--- config.mk ---
export PLATFORM = sky130hd
export DESIGN_NAME = w_burst_fifo
export DESIGN_NICKNAME = d
export VERILOG_FILES = /design/src/rtl/w_fifo_pkg.sv /design/src/rtl/w_fifo_mem.sv /design/src/rtl/w_burst_fifo.sv
export SDC_FILE = /design/constraint.sdc
export NUM_CORES = 1
export LEC_CHECK = 0
export ABC_AREA = 1
export ABC_CLOCK_PERIOD_IN_PS = 3790
export CORE_ASPECT_RATIO = 1.1
export CORE_MARGIN = 10
export CORE_UTILIZATION = 58
export DETAILED_ROUTE_END_ITERATION = 10
export HOLD_SLACK_MARGIN = 0.1
export PLACE_DENSITY = 0.82
export SETUP_SLACK_MARGIN = 0.02
export SLEW_MARGIN = 20
export SYNTH_ARGS = -nofsm -noshare
export SYNTH_HDL_FRONTEND = slang
export SYNTH_SLANG_ARGS = --single-unit
--- constraint.sdc ---
create_clock -name clk -period 3.79 [get_ports clk]
set_clock_uncertainty 0.2 [all_clocks]
set_input_delay 0.379 -clock clk [delete_from_list [all_inputs] [get_ports clk]]
set_output_delay 0.379 -clock clk [all_outputs]
set_load 0.03 [all_outputs]
--- src/rtl/w_fifo_pkg.sv ---
// w_fifo_pkg: shared pointer-width helper and default beat layout for the W-channel FIFO
package w_fifo_pkg;
  function automatic int PTR_W(input int depth);
    return $clog2(depth) + 1;
  endfunction
  typedef struct packed {
    logic [31:0] data;
    logic [3:0]  strb;
    logic        last;
  } w_beat_t;
endpackage

--- src/rtl/w_fifo_mem.sv ---
// w_fifo_mem: simple dual-port register array, synchronous write, asynchronous read
module w_fifo_mem #(
  parameter int W     = 37,
  parameter int DEPTH = 8,
  localparam int AW   = $clog2(DEPTH)
) (
  input  logic          clk,
  input  logic          we,
  input  logic [AW-1:0] waddr,
  input  logic [W-1:0]  wdata,
  input  logic [AW-1:0] raddr,
  output logic [W-1:0]  rdata
);
  logic [W-1:0] mem [DEPTH];
  always_ff @(posedge clk)
    if (we) mem[waddr] <= wdata;
  assign rdata = mem[raddr];
endmodule

--- src/rtl/w_burst_fifo.sv ---
// w_burst_fifo: W-channel beat FIFO with optional store-and-forward release and burst accounting
module w_burst_fifo
  import w_fifo_pkg::*;
#(
  parameter int DATA_WIDTH = 32,
  parameter int STRB_WIDTH = DATA_WIDTH / 8,
  parameter int DEPTH      = 8,
  parameter int AF_LEVEL   = DEPTH - 2,
  parameter int STORE_FWD  = 0,
  localparam int PW        = PTR_W(DEPTH)
) (
  input  logic                  clk,
  input  logic                  rst,
  input  logic [DATA_WIDTH-1:0] WDATA,
  input  logic [STRB_WIDTH-1:0] WSTRB,
  input  logic                  WLAST,
  input  logic                  push,
  input  logic                  pop,
  output logic                  full,
  output logic                  empty,
  output logic                  almost_full,
  output logic [PW-1:0]         level,
  output logic [PW-1:0]         burst_count,
  output logic                  overflow,
  output logic [DATA_WIDTH-1:0] front_WDATA,
  output logic [STRB_WIDTH-1:0] front_WSTRB,
  output logic                  front_WLAST
);
  localparam int AW = PW - 1;
  localparam int BW = DATA_WIDTH + STRB_WIDTH + 1;
  logic [PW-1:0] wr_ptr, rd_ptr;
  logic [BW-1:0] rd_beat;
  logic          do_push, do_pop;
  assign full = (wr_ptr[AW-1:0] == rd_ptr[AW-1:0]) && (wr_ptr[AW] != rd_ptr[AW]);
  // store-and-forward holds beats back until a whole burst is in, unless full would deadlock
  assign empty = (wr_ptr == rd_ptr) || (STORE_FWD != 0 && burst_count == '0 && !full);
  assign almost_full = level >= PW'(AF_LEVEL);
  assign do_push = push && !full;
  assign do_pop = pop && !empty;
  assign {front_WLAST, front_WSTRB, front_WDATA} = empty ? '0 : rd_beat;
  w_fifo_mem #(.W(BW), .DEPTH(DEPTH)) u_mem (
    .clk   (clk),
    .we    (do_push),
    .waddr (wr_ptr[AW-1:0]),
    .wdata ({WLAST, WSTRB, WDATA}),
    .raddr (rd_ptr[AW-1:0]),
    .rdata (rd_beat)
  );
  always_ff @(posedge clk) begin
    if (rst) begin
      wr_ptr      <= '0;
      rd_ptr      <= '0;
      level       <= '0;
      burst_count <= '0;
      overflow    <= 1'b0;
    end else begin
      if (do_push) wr_ptr <= wr_ptr + PW'(1);
      if (do_pop) rd_ptr <= rd_ptr + PW'(1);
      level       <= level + PW'(do_push) - PW'(do_pop);
      burst_count <= burst_count + PW'(do_push && WLAST) - PW'(do_pop && front_WLAST);
      if (push && full) overflow <= 1'b1;
    end
  end
endmodule

# == Word level (Yosys, flattened, before mapping) ==
# Memories as Yosys holds them, arrays and structs flattened. A register that Yosys moved wholly into a read port is not among the register bits.
# Index checks and enable logic that the tools add are counted.
# classes
reduce_logical,8
n_bitwise,0
order_cmp,1
n_mul,0
addsub,6
n_mux,5
shift,0
n_div,0
n_eq_ne,3
# op_table
cell,n
$mux W37,1
$add A4 B1 Y4,2
$add A4 B1 Y4 const B,2
$sub A4 B1 Y4,2
$logic_and A1 B1 Y1,6
$mux W3,2
$eq A4 B4 Y1,1
$ge A4 B3 Y1 const B,1
$eq A3 B3 Y1,1
$logic_not A1 Y1,2
$mux W1,2
$ne A1 B1 Y1,1
# word_totals
out_inout_bits,49
ram_bits,296
wordCells,29
n_memories,1
latchBits,0
regBits,17
rom_bits,0
in_bits,41
# mem_list
memory,depth,width,read_ports,rd_ports_with_merged_regs,wr,line_no,rtl
u_mem.mem,8,37,1,1,1,w_fifo_mem.sv:14,logic [W-1:0] mem [DEPTH];

# == Longest topological paths before layout ==
# depth
ltp_word,7
depth_mapped,17
depth_no_buf,16

# == Hierarchy ==
# From an unflattened synthesis, not the netlist that was laid out.
# hier_totals
cells_unflattened,1526
area_unflattened_um2,14418.8
# by_module_without_submodules
module,seq_area_each_um2,cells_per_inst,n_inst,area_each_um2
w_fifo_mem,8888.5,1297,1,13001.2
w_burst_fifo,340.3,229,1,1417.6

# == Worst setup path before layout ==
# OpenSTA, ideal clock, no wires.
# synth_timing
path_type,register to register
from,register wr_ptr[2]
to,memory u_mem.mem[0][0] (enable)
period_less_slack_ns,3.205
slack_ns,0.585
n_path_buf,0
t_arrival_ns,2.574
t_required_ns,3.159
stages_incl_launch_ff,9
setup_ns,0.431
path_cell_list,dfxtp_1 inv_2 nand2_1 nand2_1 nand4_2 nand2_4 inv_1 nand2_2 nor2_1
# synth_via
elab_chain_cells,6
# synth_rtl
element,line_no,rtl
"start, declared",w_burst_fifo.sv:31,"logic [PW-1:0] wr_ptr, rd_ptr;"
"start signal, assigned",w_burst_fifo.sv:57,if (do_push) wr_ptr <= wr_ptr + PW'(1);
$eq A3 B3 Y1,w_burst_fifo.sv:34,assign full = (wr_ptr[AW-1:0] == rd_ptr[AW-1:0]) && (wr_ptr[AW] != rd_ptr[AW]);
$logic_and A1 B1 Y1,w_burst_fifo.sv:34,
$logic_not A1 Y1,w_burst_fifo.sv:38,assign do_push = push && !full;
$logic_and A1 B1 Y1,w_burst_fifo.sv:38,
$mux W1,w_fifo_mem.sv:16,if (we) mem[waddr] <= wdata;
$mux W1 (implied by the code),w_fifo_mem.sv:16,
"end, declared",w_fifo_mem.sv:14,
# Parallel ways exist; a longest one is shown, timed or not.

==> summary.md <==
| Metric | Value |
|---|---|
| RSZ-0062 raised after global routing | `no` |
| CP max stage cell | `clkdlybuf4s50_1` |
| Slew margin rel. | `50.2%` |
| Vias | `8296` |
| CTS tree | `built` |
| Chip width | `162 um` |
| Number of synthesized flops with an enable pin | `296` |
| Crit path launch type | `register` |
| DP Worst Slack | `817 ps` |
| Max stage delay on crit path | `690 ps` |
| WL/cell | `19.4 um` |
| Reg clk slew, reported paths | `60 ps` |
| Syn Area/Cell | `12.3 um2` |
| Hold_buf cts | `0` |
| TritonCTS Buffers | `30` |
| Highest Signal Layer | `met4` |
| Clock Latency Late Sink | `550 ps` |
| DR WL met3 | `1950 um` |
| Met1 wire length | `11000 um` |
| Tmin final | `3580 ps` |
| Met2 WL | `14500 um` |
| Largest net degree at the start of global routing | `59` |
| Worst path cell trace | `buf_4 -> o21ai_0 -> o22ai_1 -> nor2_1 -> nor2_1 -> clkdlybuf4s50_1` |
| Synth Register Bits | `316` |
| Area Overhead vs Synth | `17.1%` |
| Crit share post-route | `94.4%` |
| Share of layout cells above drive strength 1 | `7.47%` |
| Type of destination of the critical path | `output port` |
| # setup viols final | `0` |
| Die Y | `176 um` |
| Pwr Density | `608 mW/mm2` |
| Via density | `5.75` |
| Die area | `0.0284 mm2` |
| Iter 0 DRT Violations | `948` |
| IO Port Bufs | `89` |
| Synth Flop Type | `edfxtp_1` |
| Drt first pass iters | `6` |
| Io pins | `90` |
| Clk root buf | `clkbuf_16` |
| Worst Path Arrival | `3000 ps` |
| Synth cell types | `30` |
| # fillers | `1419` |
| Fin Setup TNS | `0 ps` |
| Critical path peak fanout | `57` |
| Gpl congestion | `0.781` |
| Cell count after synthesis | `1043` |
| P_leak | `5.21 nW` |
| FFs w/ async S/R, synth | `0%` |
| Register area share after synthesis | `72.6%` |
| GRT Residual Overflow | `0` |
| Initial core utilization | `59.4%` |
| Worst vdd ir | `0.000412 V` |
| Max cap viols | `0` |
| Hold Path Class | `register to register` |
| Layout Utilization | `69.6%` |
| First-pass GRT wire length | `44400 um` |
| Clk buf depth | `3` |
| Critical Path RT | `3210 ps` |
| Slew @ Worst Pin | `745 ps` |
| H-tree depth | `1` |
| Setup ws final | `210 ps` |
| Critical path class | `register to output port` |
| Count of final hold-check violations | `0` |
| Vias in the first global route | `8429` |
| Detailed Route WL | `28000 um` |
| Warnings from Yosys | `0` |
| Most used cell, CP | `nor2_1` |
| CORE AREA | `0.0215 mm2` |
| Post-cts gate resize count | `0` |
| Standard-cell rows | `56` |
| Max Clock Freq | `279 MHz` |
| GR Util All Layers | `19.3%` |
| Num Clock Sinks | `316` |
| DRC Markers | `0` |
| Nets | `1182` |
| Post-Syn Area | `0.0128 mm2` |
| Post-route ant nets | `0` |
| Dpl hpwl | `16000 um` |
| Setup Fix Bufs, Post-CTS | `0` |
| Syn Nets | `1097` |
| Antenna violations before repair | `1` |
| Max-slew violations | `0` |
| Status | `finished clean` |
==> where the power goes <==
part | internal, W | switching [W]
sequential | 0.00397 | 0.0000987
combinational | 0.000768 | 0.00137
clock | 0.00170 | 0.00121
total | 0.00643 | 0.00268
==> synth_stat cells, types with 6 or more instances <==
master	number	share of area (%)
edfxtp_1	296	70
ha_1	11	1.1
o22ai_1	36	1.8
clkbuf_1	22	0.65
buf_2	15	0.59
a21oi_1	6	0.23
dfxtp_1	20	3.1
o211ai_1	37	2.2
clkbuf_2	6	0.23
o21ai_0	145	5.7
buf_6	11	0.97
nand2_1	74	2.2
nand3_1	10	0.39
nor2_1	292	8.6
inv_1	33	0.97
==> cell type report <==
class	count	area (um2)	share of cell area (%)
Antenna cell	1	2.50	0.0167
Clock buffer	41	813	5.43
Clock inverter	14	139	0.928
Inverter	37	141	0.945
Multi-Input combinational cell	630	3050	20.4
Sequential cell	316	9300	62.1
Tap cell	290	363	2.42
Timing Repair Buffer	113	1170	7.79
==> path summary, 6_finish.rpt <==
check	from	to	slack [ps]	cells past startpoint
max reg2reg	register	burst_count[2]	830	12
min reg2reg	overflow	overflow	260	2
min	overflow	overflow	260	2
max	register	front_WDATA[11]	210	6
==> metrics by stage <==
stage | instance area, um2 | hold slack [ps] | power [W] | instances
final | 15000 | 258 | 0.00911 | 1442
after CTS | 15000 | 263 | 0.00916 | 1441
after global placement | 14000 | 239 | 0.00622 | 1386
after detailed placement | 14000 | 252 | 0.00627 | 1386
after floorplan | 12800 | 278 | 0.00549 | 1043
after global routing | 15000 | 285 | 0.00948 | 1441
==> cells in the final DEF, fill, tap and decap left out, types with 2 or more instances in the layout <==
cell / instances
xor2_1: 3
clkinv_1: 6
nor2_1: 285
nand2_1: 74
inv_2: 3
clkbuf_1: 10
dfxtp_1: 17
bufinv_16: 3
o21ai_1: 4
nand2_4: 2
dfxtp_4: 2
edfxtp_1: 296
inv_1: 32
buf_12: 8
o21ai_0: 145
nor2_4: 7
buf_4: 18
fa_1: 2
a21oi_1: 6
clkbuf_16: 31
a211oi_1: 2
o22ai_1: 36
clkinv_2: 6
nand3_1: 10
o211ai_1: 37
clkdlybuf4s50_1: 87
ha_1: 11
==> cell families after synthesis <==
kind of cell             count (synthesis)  share of synthesized area [%]
XOR/XNOR                                 4                          0.274
buffers and inverters                   97                           3.93
flip-flops                             316                           72.6
adder cells (fa/ha/maj)                 13                           1.39
AND/OR/NAND/NOR                        382                           11.6
AO/OA/AOI/OAI                          231                           10.2
==> sequential cells by signal, indices dropped and copies added, names as in the netlist, named ones only <==
name and cells:
burst_count 4, level 4, overflow 1, rd_ptr 4, u_mem.mem 296, wr_ptr 4
==> critical path: cells and delay by family (launching register included) <==
kind	cells	cell delay (ps)
AO/OA/AOI/OAI	2	470
buffers and inverters	2	1210
flip-flops	1	500
AND/OR/NAND/NOR	2	240
==> metal layers <==
layer | global-route usage, % | vias to the layer above
met2 | 33.5 | 348
met3 | 3.13 | 48
li1 | - | 3875
met1 | 24.2 | 4025
met4 | 6.34 | 0
met5 | 0 | -
(Power assumes the default switching activity.)
